$ cat src/rtl/uart_rx_fifo.sv
// uart_rx_fifo: receive byte buffer behind the UART receiver with occupancy/threshold/overflow status.
// Define UART_RX_FIFO_FWFT_EN for a first-word-fall-through read port; default is a registered read port.
module uart_rx_fifo #(
    parameter int DATA_W    = 8,
    parameter int ADDR_W    = 4,
    parameter int AFULL_LVL = 12
) (
    input  logic              clk,
    input  logic              reset_n,
    input  logic              wr_tick,
    input  logic [DATA_W-1:0] wr_data,
    input  logic              rd_en,
    output logic [DATA_W-1:0] rd_data,
    output logic              rd_valid,
    output logic              empty,
    output logic              full,
    output logic              almost_full,
    output logic [ADDR_W:0]   count,
    output logic              overflow,
    input  logic              clr_overflow
);
    localparam int DEPTH = 1 << ADDR_W;
    localparam logic [ADDR_W:0] FULL_LVL = (ADDR_W+1)'(DEPTH);
    localparam logic [ADDR_W:0] AF_LVL   = (ADDR_W+1)'(AFULL_LVL);

    logic [DATA_W-1:0] mem [DEPTH];
    logic [ADDR_W-1:0] wp, rp;
    logic [ADDR_W:0]   count_nxt;
    logic              rd_acc, wr_acc, drop;

    // a full FIFO still accepts a write when a read frees a slot in the same cycle
    assign rd_acc = rd_en && !empty;
    assign wr_acc = wr_tick && (!full || rd_acc);
    assign drop   = wr_tick && full && !rd_acc;

    always_comb begin
        count_nxt = (wr_acc && !rd_acc) ? count + 1'b1 :
                    (rd_acc && !wr_acc) ? count - 1'b1 : count;
    end

    always_ff @(posedge clk) begin
        if (wr_acc)
            mem[wp] <= wr_data;
    end

    // flags derive from next-state count so they never lag count
    always_ff @(posedge clk or negedge reset_n) begin
        if (!reset_n) begin
            wp          <= '0;
            rp          <= '0;
            count       <= '0;
            empty       <= 1'b1;
            full        <= 1'b0;
            almost_full <= 1'b0;
            overflow    <= 1'b0;
        end else begin
            wp          <= wr_acc ? wp + 1'b1 : wp;
            rp          <= rd_acc ? rp + 1'b1 : rp;
            count       <= count_nxt;
            empty       <= count_nxt == '0;
            full        <= count_nxt == FULL_LVL;
            almost_full <= count_nxt >= AF_LVL;
            overflow    <= drop ? 1'b1 : clr_overflow ? 1'b0 : overflow;
        end
    end

`ifdef UART_RX_FIFO_FWFT_EN
    assign rd_valid = !empty;
    assign rd_data  = mem[rp];
`else
    always_ff @(posedge clk or negedge reset_n) begin
        if (!reset_n) begin
            rd_valid <= 1'b0;
            rd_data  <= '0;
        end else begin
            rd_valid <= rd_acc;
            rd_data  <= rd_acc ? mem[rp] : rd_data;
        end
    end
`endif
endmodule

$ cat config.mk
export PLATFORM = sky130hd
export DESIGN_NAME = uart_rx_fifo
export DESIGN_NICKNAME = d
export VERILOG_FILES = /design/src/rtl/uart_rx_fifo.sv
export SDC_FILE = /design/constraint.sdc
export NUM_CORES = 1
export LEC_CHECK = 0
export ABC_AREA = 1
export CORE_ASPECT_RATIO = 1.2
export CORE_MARGIN = 3
export CORE_UTILIZATION = 54
export CTS_CLUSTER_DIAMETER = 40
export DETAILED_ROUTE_END_ITERATION = 8
export PLACE_DENSITY = 0.75
export SKIP_LAST_GASP = 1
export SLEW_MARGIN = 25
export SYNTH_ARGS = -nofsm -noshare
export SYNTH_HDL_FRONTEND = slang
export SYNTH_SLANG_ARGS = --single-unit
$ cat constraint.sdc
create_clock -name clk -period 1.85 [get_ports clk]
set_clock_uncertainty 0.1 [all_clocks]
set_input_delay 0.185 -clock clk [delete_from_list [all_inputs] [get_ports clk]]
set_output_delay 0.185 -clock clk [all_outputs]
set_load 0.03 [all_outputs]
Yosys cells after proc, flatten, opt, wreduce, memory -nomap -nowiden
Memories as Yosys holds them, arrays and structs flattened. A register that Yosys moved wholly into a read port is not among the register bits. Index checks and enable logic that the tools add are counted.

Flip-flop bits (word level): 18. Memory bits (writable): 128. Bits of input ports: 13. Output and inout port bits: 18. Word-level logic and storage cells: 35. Memories: 1.

$add $sub $neg: 4. $lt $le $gt $ge: 1. Eq/ne operators: 1. Multiplexer cells: 6. Reduce and logical (&&, ||, !) cells: 14.

Memories: mem (depth 16, width 8, rd ports 1, clocked after Yosys merged registers in 1, wr ports 1, RTL line 26) `logic [DATA_W-1:0] mem [DEPTH];`.

Operators by type and width (number): 5-bit 2-to-1 mux (2); 4-bit by 1-bit adder with 4-bit output, second input constant (2); 1-bit logical AND (6); 5-bit by 1-bit adder with 5-bit output, second input constant (1); 5-bit equality test, second input constant (1); 5-bit by 4-bit greater-or-equal comparator with 1-bit output, second input constant (1); 1-bit zero test (5); 5-bit zero test (1); 5-bit by 1-bit subtractor with 5-bit output, second input constant (1); 1-bit 2-to-1 mux (4); 2-bit nonzero test (1); 1-bit logical OR (1).

Logic depth before layout (Yosys ltp)
Depth in word-level cells: 9. Mapped depth: 11. Depth with buffers taken out: 10.

Worst setup path after synthesis
No wires, ideal clock.

Path kind: reg-to-reg. Start: register empty. End: memory mem[11][0] (enable). Library setup time: 0.370 ns. Arrival: 1.454 ns. Data required time: 1.380 ns. Path slack: -0.074 ns. Stages on the path, launching flop included: 7. Path buffers: 1. Period minus slack after synthesis: 1.924 ns. Path through: dfstp_2 > inv_1 > nand2_2 > buf_2 > a21oi_4 > nand2_1 > nor2_1.

Cells in the longest elaborated chain, start to end: 6.

RTL lines: from (decl) (RTL line 15) `output logic empty,`; from (signal assigned) (RTL line 52) `empty <= 1'b1;`; from (signal assigned) (RTL line 60) `empty <= count_nxt == '0;`; 1-bit zero test (RTL line 32) `assign rd_acc = rd_en && !empty;`; 1-bit logical AND (RTL line 32); 1-bit logical OR (RTL line 33) `assign wr_acc = wr_tick && (!full || rd_acc);`; 1-bit logical AND (RTL line 33); 1-bit 2-to-1 mux (RTL line 42) `if (wr_acc)`; 1-bit 2-to-1 mux (not written as such) (RTL line 43) `mem[wp] <= wr_data;`; to (decl) (RTL line 26).

No other way between the ends.

Worst setup path after layout
Start: register empty. End: memory mem[6][7] (enable).

The elaborated chain is that of the path after synthesis.

==> out/qor.csv <==
stage;metric;value;unit
status;status;complete, no violations;
setup_path;Max FO, Critical Path;8;
cts;Worst-path clk slew;0.06;ns
placement;RePlAce Congestion;0.8812;
sta;Final setup viols;0;
synthesis;post-synthesis sequential area ratio;0.6948;
route;drt total wl;13730;um
power;Pwr Total;12380;uW
setup_path;Critical Path AT;1.79;ns
cts;CTS tree;yes;
route;post-route DRC violation count;0;
setup_path;crit path capture type;flop;
setup_path;R2R depth;6;
synthesis;syn avg cell area;11.06;um^2
sta;Hold Vio Cnt, Final;0;
final_layout;Layout Utilization;0.6671;
die;Die ar.;13340;um^2
synthesis;Yosys cell types;23;
setup_path;kind of critical path;flop to flop;
setup_path;worst flop-to-flop path endpoint;mem[6][7];
grt;Total Routing Usage GR;0.2193;
route;Routed met2 length;6916;um
cts;Clk Latency, worst-skew pair;0.42;ns
synthesis;Synth Cell Area;6470;um^2
sta;Tmin final;1.765;ns
die;Starting Density;0.5567;
synthesis;Area contributors post-synth;edfxtp_1, nand2_1, dfrtp_1, nand3_1, ha_1;
setup_path;CP max stage delay;0.36;ns
final_layout;Area growth, synth to finish;19.82;%
flow_run;MaxCap Viol Count;0;
route;DRT iter0 DRCs;386;
route;highest routed layer;met4;
setup_path;Worst R2R Start;empty;
route;via count of the routed design;4434;
setup_path;Critical Path Source Type;flop;
cts;CTS Buffer Depth;2;
sta;Fin Hold WS;0.05075;ns
synthesis;async set-reset flop share out of synthesis;0.1688;
setup_path;critical-path cell list;inv_1 -> nand2_2 -> a21oi_4 -> nand2_1 -> nor2_1 -> buf_4;
placement;Port Buffers;30;
grt;Overflow after GRT;0;
setup_path;Worst R2R Setup Slack;0.08;ns
synthesis;most frequent cell after synthesis;nand2_1;
die;I/O Pins;31;
synthesis;Yosys top cell by area;edfxtp_1;
sta;fmax;566.5;MHz
route;drt wl/cell;16.84;um
synthesis;Synth Register Bits;154;
synthesis;Yosys top cell area share;0.5941;
power;PwrDens;1597;nW/um^2
die;DIE HEIGHT;125.9;um
die;core box area;11620;um^2
die;Core Rows;43;
cts;CTS root buffer;clkbuf_16;
grt;first-pass GRT wire length;22110;um
sta;final-report max-slew violation count;0;
synthesis;Commonest cells post-synth;nand2_1, edfxtp_1, nand3_1, dfrtp_1, nor2_1;
sta;period utilization;0.9541;
cts;Sink Count;154;
synthesis;Mapped Cells;585;
route;DR WL met3;945;um
setup_path;Crit-path slowest cell;dfstp_2;
synthesis;number of enable flip-flop cells after synthesis;128;
hold_path;worst hold path class;input pin to asynchronous set/reset pin;
final_layout;Final #Nets;665;
final_layout;antenna cells;0;
die;chip width;105.9;um
placement;HPWL Detailed;9022;um
cts;CTS buffer count;17;
synthesis;YS warnings;0;
power;Leak;0.003141;uW
setup_path;Critical Path RT;1.87;ns
route;drt pass-1 iters;5;
grt;vias in the first global route;4424;
power;Peak supply drop;0.0008677;V
sta;Slew headroom;0.6528;
cts;hold_buf cts;0;
synthesis;syn nets;605;
sta;unrepaired setup endpoints after global routing;false;
grt;largest net degree at the start of global routing;67;
cts;H-tree levels;4;
sta;worst-margin pin slew;0.5176;ns
synthesis;ys flop type;edfxtp_1;
final_layout;share of layout cells above drive strength 1;0.1231;
route;post-DR vias/cell;5.440;
route;ANT nets after route;0;
grt;initial antenna violation count;0;
route;M1 WL;5458;um
[flip-flops by register name, summed over array words and instances, names as in the netlist]
signal	count
mem	128
rd_data	8
count	5
rp	4
wp	4
almost_full	1
empty	1
full	1
overflow	1
rd_valid	1
[per-layer routing]
metal | global-route usage | vias to the layer above
met5 | 0 | -
met4 | 0.09451 | 0
met3 | 0.04972 | 30
met2 | 0.3690 | 193
met1 | 0.2739 | 2114
li1 | - | 2097
[worst max path at each step]
stage / startpoint / endpoint / slack (ns) / cells after the start
CTS: count[3] / count[3] / 0.01 / 1
finish: empty / mem[6][7] / 0.08 / 6
global placement: wr_tick / mem[9][0] / -0.09 / 6
global route: empty / mem[9][2] / 0.03 / 6
floorplan: empty / mem[15][0] / -0.07 / 6
detailed placement: wr_tick / mem[9][2] / -0.11 / 6
[per-stage QoR]
stage / TNS (ns) / setup slack (ns) / instances / cell area, um^2
3_5_place_dp: -7.886 / -0.1136 / 782 / 7119
3_3_place_gp: -5.929 / -0.09390 / 782 / 7119
5_1_grt: 0 / 0.02713 / 815 / 7752
2_1_floorplan: -5.832 / -0.07435 / 585 / 6485
4_1_cts: 0 / 0.01405 / 814 / 7734
6_report: 0 / 0.08492 / 815 / 7752
[worst max-delay path, delay by kind of cell (launching register included)]
family	cells	cell delay [ns]
flops	1	0.36
simple gates	3	0.54
buf+inv	2	0.26
compound gates	1	0.21
[logic make-up after synthesis]
kind of cell | after synthesis | share of synthesized area
flops | 154 | 0.6948
xor+xnor | 10 | 0.01354
fa+ha+maj | 7 | 0.01354
simple gates | 357 | 0.2292
buf+inv | 52 | 0.04274
compound gates | 5 | 0.006189
[layout make-up]
cell class	count	area, um^2
tap	157	196.4
fill	858	3869
clock inverter	5	80.08
sequential	154	4497
multi-input combinational	379	1720
inverter	24	90.09
clock buffer	27	534.3
timing repair buffer	69	634.4
[where the power goes]
part           internal (uW)  switching [uW]  total [uW]
sequential              4290             280        4570
clock                   2250            1260        3510
combinational           1440            2860        4300
[cell usage in the layout, fill, tap and decap left out, types with 3 or more instances in the layout]
master,instances
xor2_1,8
o21ai_0,3
nor2_1,16
clkbuf_1,4
dlygate4sd2_1,4
buf_12,3
inv_1,20
nand3_1,105
dfrtp_1,24
clkdlybuf4s50_1,24
clkbuf_8,5
buf_4,35
edfxtp_1,128
nand4_1,3
nor2_2,6
clkbuf_16,18
ha_1,7
nand2_1,224
[timing repair]
action,in CTS,in global routing
buffers inserted,0,1
setup endpoints to repair,6,5
gates resized for setup,5,4
No activity file was read; power rests on OpenSTA's default activity.
